**config.mk**
```make
export PLATFORM = sky130hd
export DESIGN_NAME = pool_window_gen
export DESIGN_NICKNAME = d
export VERILOG_FILES = /design/src/rtl/pool_window_gen.sv
export SDC_FILE = /design/constraint.sdc
export NUM_CORES = 1
export LEC_CHECK = 0
export ABC_CLOCK_PERIOD_IN_PS = 3950
export CORE_ASPECT_RATIO = 2
export CORE_MARGIN = 4
export CORE_UTILIZATION = 45
export CTS_CLUSTER_SIZE = 30
export DETAILED_ROUTE_END_ITERATION = 10
export GPL_TIMING_DRIVEN = 0
export PLACE_DENSITY = 0.7
export SLEW_MARGIN = 5
export SYNTH_ARGS = -nofsm -noshare
export SYNTH_HDL_FRONTEND = slang
export SYNTH_SLANG_ARGS = --single-unit
```
**constraint.sdc**
```tcl
create_clock -name clk -period 3.95 [get_ports clk]
set_clock_uncertainty 0.2 [all_clocks]
set_input_delay 0.79 -clock clk [delete_from_list [all_inputs] [get_ports clk]]
set_output_delay 0.79 -clock clk [all_outputs]
set_load 0.01 [all_outputs]
```
**src/rtl/pool_window_gen.sv**
```systemverilog
// 2x2 non-overlapping window generator for max pooling: buffers one row, emits (n1..n4) per window.
// Optional POOL_WIN_LAST_EN adds out_last, flagging the final window of each frame.
module pool_window_gen #(
  parameter int DATA_WIDTH = 16,
  parameter int IMG_W      = 28,
  parameter int IMG_H      = 28
) (
  input  logic                  clk,
  input  logic                  reset,
  input  logic                  in_valid,
  output logic                  in_ready,
  input  logic [DATA_WIDTH-1:0] in_data,
  output logic                  out_valid,
  input  logic                  out_ready,
  output logic [DATA_WIDTH-1:0] n1,
  output logic [DATA_WIDTH-1:0] n2,
  output logic [DATA_WIDTH-1:0] n3,
  output logic [DATA_WIDTH-1:0] n4
`ifdef POOL_WIN_LAST_EN
  ,
  output logic                  out_last
`endif
);

  localparam int CW = $clog2(IMG_W);
  localparam int RW = $clog2(IMG_H);

  logic [CW-1:0]         col;
  logic [RW-1:0]         row;
  logic [CW-1:0]         col_prev;
  logic [DATA_WIDTH-1:0] held;
  logic [DATA_WIDTH-1:0] linebuf [IMG_W];
  logic                  accept;
  logic                  col_last;
  logic                  row_last;

  assign in_ready = !out_valid || out_ready;
  assign accept   = in_valid && in_ready;
  assign col_last = (col == CW'(IMG_W - 1));
  assign row_last = (row == RW'(IMG_H - 1));
  // A window only forms at odd col, so col-1 never underflows.
  assign col_prev = col - CW'(1);

  always_ff @(posedge clk) begin
    if (accept && !row[0]) linebuf[col] <= in_data;
  end

  always_ff @(posedge clk or posedge reset) begin
    if (reset) begin
      col       <= '0;
      row       <= '0;
      out_valid <= 1'b0;
      held      <= '0;
      n1        <= '0;
      n2        <= '0;
      n3        <= '0;
      n4        <= '0;
`ifdef POOL_WIN_LAST_EN
      out_last  <= 1'b0;
`endif
    end else begin
      if (out_valid && out_ready) out_valid <= 1'b0;
      if (accept) begin
        if (col_last) begin
          col <= '0;
          row <= row_last ? '0 : row + RW'(1);
        end else begin
          col <= col + CW'(1);
        end
        if (row[0]) begin
          if (!col[0]) begin
            held <= in_data;
          end else begin
            n1        <= linebuf[col_prev];
            n2        <= linebuf[col];
            n3        <= held;
            n4        <= in_data;
            out_valid <= 1'b1;
`ifdef POOL_WIN_LAST_EN
            out_last  <= row_last && col_last;
`endif
          end
        end
      end
    end
  end

endmodule

```
==> impl_results.md <==
- Final worst setup slack: 0.0645 ns
- Part of the cycle the worst path needs: 0.984
- Post-synthesis sequential area ratio: 0.672
- Area leader, netlist: edfxtp_1
- CP startpoint kind: flop
- Most area-consuming cells after synthesis: edfxtp_1 57%, mux4_2 15%, dfrtp_1 9.7%
- Die ar.: 56,000 µm²
- Post-synthesis register bit count: 539
- Final-report setup violation count: 0
- DP Worst Slack: -0.831 ns
- First-pass iteration count of the detailed router: 5
- Top post-synthesis cells by count: 448 x edfxtp_1, 159 x nand2_1, 152 x mux4_2
- # rows: 118
- Share of layout cells above drive strength 1: 0.265
- Met3 usage: 0.0369
- Worst VDD drop: 459 µV
- Clk Latency, worst-skew pair: 0.58 ns
- Clock Sinks: 539
- Multi-input logic area: 7320 µm²
- Post-synthesis cell count: 1,339
- DRC: 0
- Iter 0 DRT Violations: 1,518
- Post-Syn Area: 23,400 µm²
- Wire length per cell: 34.2 µm
- Initial antenna violation count: 2
- Initial Utilization: 0.453
- Largest net degree at the start of global routing: 66
- Ys flop type: edfxtp_1
- CP Data Arrival Time: 4.13 ns
- Leak: 9.31 nW
- Die Ht: 331 µm
- Register Area: 15,700 µm²
- CP required: 4.19 ns
- Synth async-reset ratio: 0.169
- Placed cell areas: 25,600 µm²
- Headroom to the max-slew limit: 0.0820
- DP HPWL: 53.7 mm
- Nets: 1,525
- Reg clk slew, reported paths: 0.08 ns
- EDFF count, synth: 448
- # port buffers: 85
- Max-cap check violation count: 0
- Pwr/cell area: 733 nW/µm²
- Final design area excluding fillers: 27,100 µm²
- Worst-Margin Slew: 1.37 ns
- GPL Wtd Cong: 0.974
- CORE AREA: 51,700 µm²
- Critical path, cell by cell: buf_6, buf_6, buf_4, inv_1, ha_4, buf_4, xnor2_4, buf_2, mux2i_1, o21ai_0, o211ai_1, o21ai_0
- Final Instance Count excl. Fillers: 2,192
- Clock Tree Buf Depth: 3
- Final core occ: 0.525
- Mapped Avg Cell Area: 17.5 µm²
- Placed cells: 2,111
- Area Overhead vs Synth: 15.8%
- Share of the synthesized area in the top cell type: 0.575
- Total GRT Usage: 0.267
- Filler cell count in the final layout: 4,159
- Synth Warn #: 0
- Status: finished clean
- Crit. End Element: flop
- Buffers & Inverters on Critical Path: 6
- Final-report hold violation count: 0
- Io pins: 86
- Unrepaired setup endpoints after global routing: no
- Grt met2 use: 0.474
- Minimum hold slack: 0.267 ns
- Hold buffer count at CTS: 0
- Vias in the first global route: 14,900
- Root Driver: clkbuf_16
- Total number of vias: 14,400
- Hold WC Path Type: reg2reg
- H-tree depth: 2
- Clock period minus worst slack: 3.89 ns
- ANT cells: 0
- Crit Path Category: reg2reg
- Synth unique cells: 58
- Largest delay contributor family on the critical path: buffers and inverters
- CTS tree: done
- Slew Limit Fails: 0
- Fmax: 0.257 GHz
- Vias per inst: 6.58
- Count leader, synth: edfxtp_1
- GRT overflow: 0
- Crit path largest cell delay: 0.51 ns
- Chip width: 169 µm
- CTS Buf Count: 43
- Setup TNS after final layout: 0 ns
- Routed Antenna Nets: 0
- Worst Path Max Fanout: 10
- CP max stage cell: dfrtp_1
- Syn_nets: 1,364
- Tot Pwr: 19.9 mW
- Grt met1 use: 0.290
- Routed wire length: 74.9 mm
- First-pass GRT wire length: 105 mm
- GRT busiest layer: met2
## metal layers
layer	share of wire	wire length, µm	vias up
met5	0.00029	22	-
met4	0.090	6780	4
li1	-	-	5703
met2	0.52	39200	968
met3	0.071	5340	301
met1	0.31	23600	7437
## flip-flops by register name, indices dropped and copies added (netlist names)
register   count
col            5
held          16
linebuf      448
n1            16
n2            16
n3            16
n4            16
out_valid      1
row            5
## timing repair
item,CTS,global route
buffers inserted,0,5
gates resized for setup,17,3
setup endpoints to repair,17,12
## final cells by class
type                       count  area share
sequential                   539       0.580
multi-input combinational    702       0.270
timing repair buffer         117      0.0479
clock buffer                  60      0.0473
tap                          660      0.0305
buffer                        91      0.0189
clock inverter                17     0.00448
inverter                       6    0.000923
## final timing paths
path | startpoint | endpoint | slack, ns | cells after the start
worst max-delay path | col[0] | n1[10] | 0.06 | 12
worst min-delay path | held[5] | n3[5] | 0.27 | 2
worst max register to register | col[0] | n1[10] | 0.06 | 12
worst min register to register | held[5] | n3[5] | 0.27 | 2
max in group asynchronous | reset | n3[8] | 2.45 | 3
min in group asynchronous | reset | n2[3] | 0.40 | 2
## worst register-to-register path: cells and delay by family (launching register included)
family | cells | cell delay [ns]
adders and majority gates | 1 | 0.22
DFF | 1 | 0.51
muxes | 1 | 0.28
AOI/OAI and AO/OA | 3 | 0.57
xor gates and xnor gates | 1 | 0.39
buffers and inverters | 6 | 1.59
## cells in the final DEF (no fill, tap or decap), drive strengths merged, types with 9 or more instances in the layout
master	Yosys	routed
o22ai	10	10
edfxtp	448	448
a2111oi	9	9
clkbuf	23	82
nor2	58	58
nand2	159	159
clkinv	1	11
mux2i	63	63
buf	69	105
o211ai	32	32
nand2b	10	10
mux4	158	158
dfrtp	91	91
a21oi	25	25
a221oi	9	9
a22oi	13	13
mux2	38	38
o21ai	28	28
clkdlybuf4s50	0	81
## power breakdown
group          total [mW]  internal, mW  switching, mW
logic                8.38          3.40           4.98
registers            7.12          6.77          0.353
clock network        4.39          2.35           2.04
## cell families (layout without fill, tap and decap cells)
family | after synthesis | in the layout | synth area share
buf+inv | 98 | 291 | 0.0218
fa+ha+maj | 5 | 5 | 0.00267
flops | 539 | 539 | 0.672
simple gates | 260 | 260 | 0.0475
xor+xnor | 8 | 8 | 0.00331
mux | 259 | 259 | 0.198
compound gates | 170 | 170 | 0.0548
Note: power is estimated with default switching activity, not from simulation.
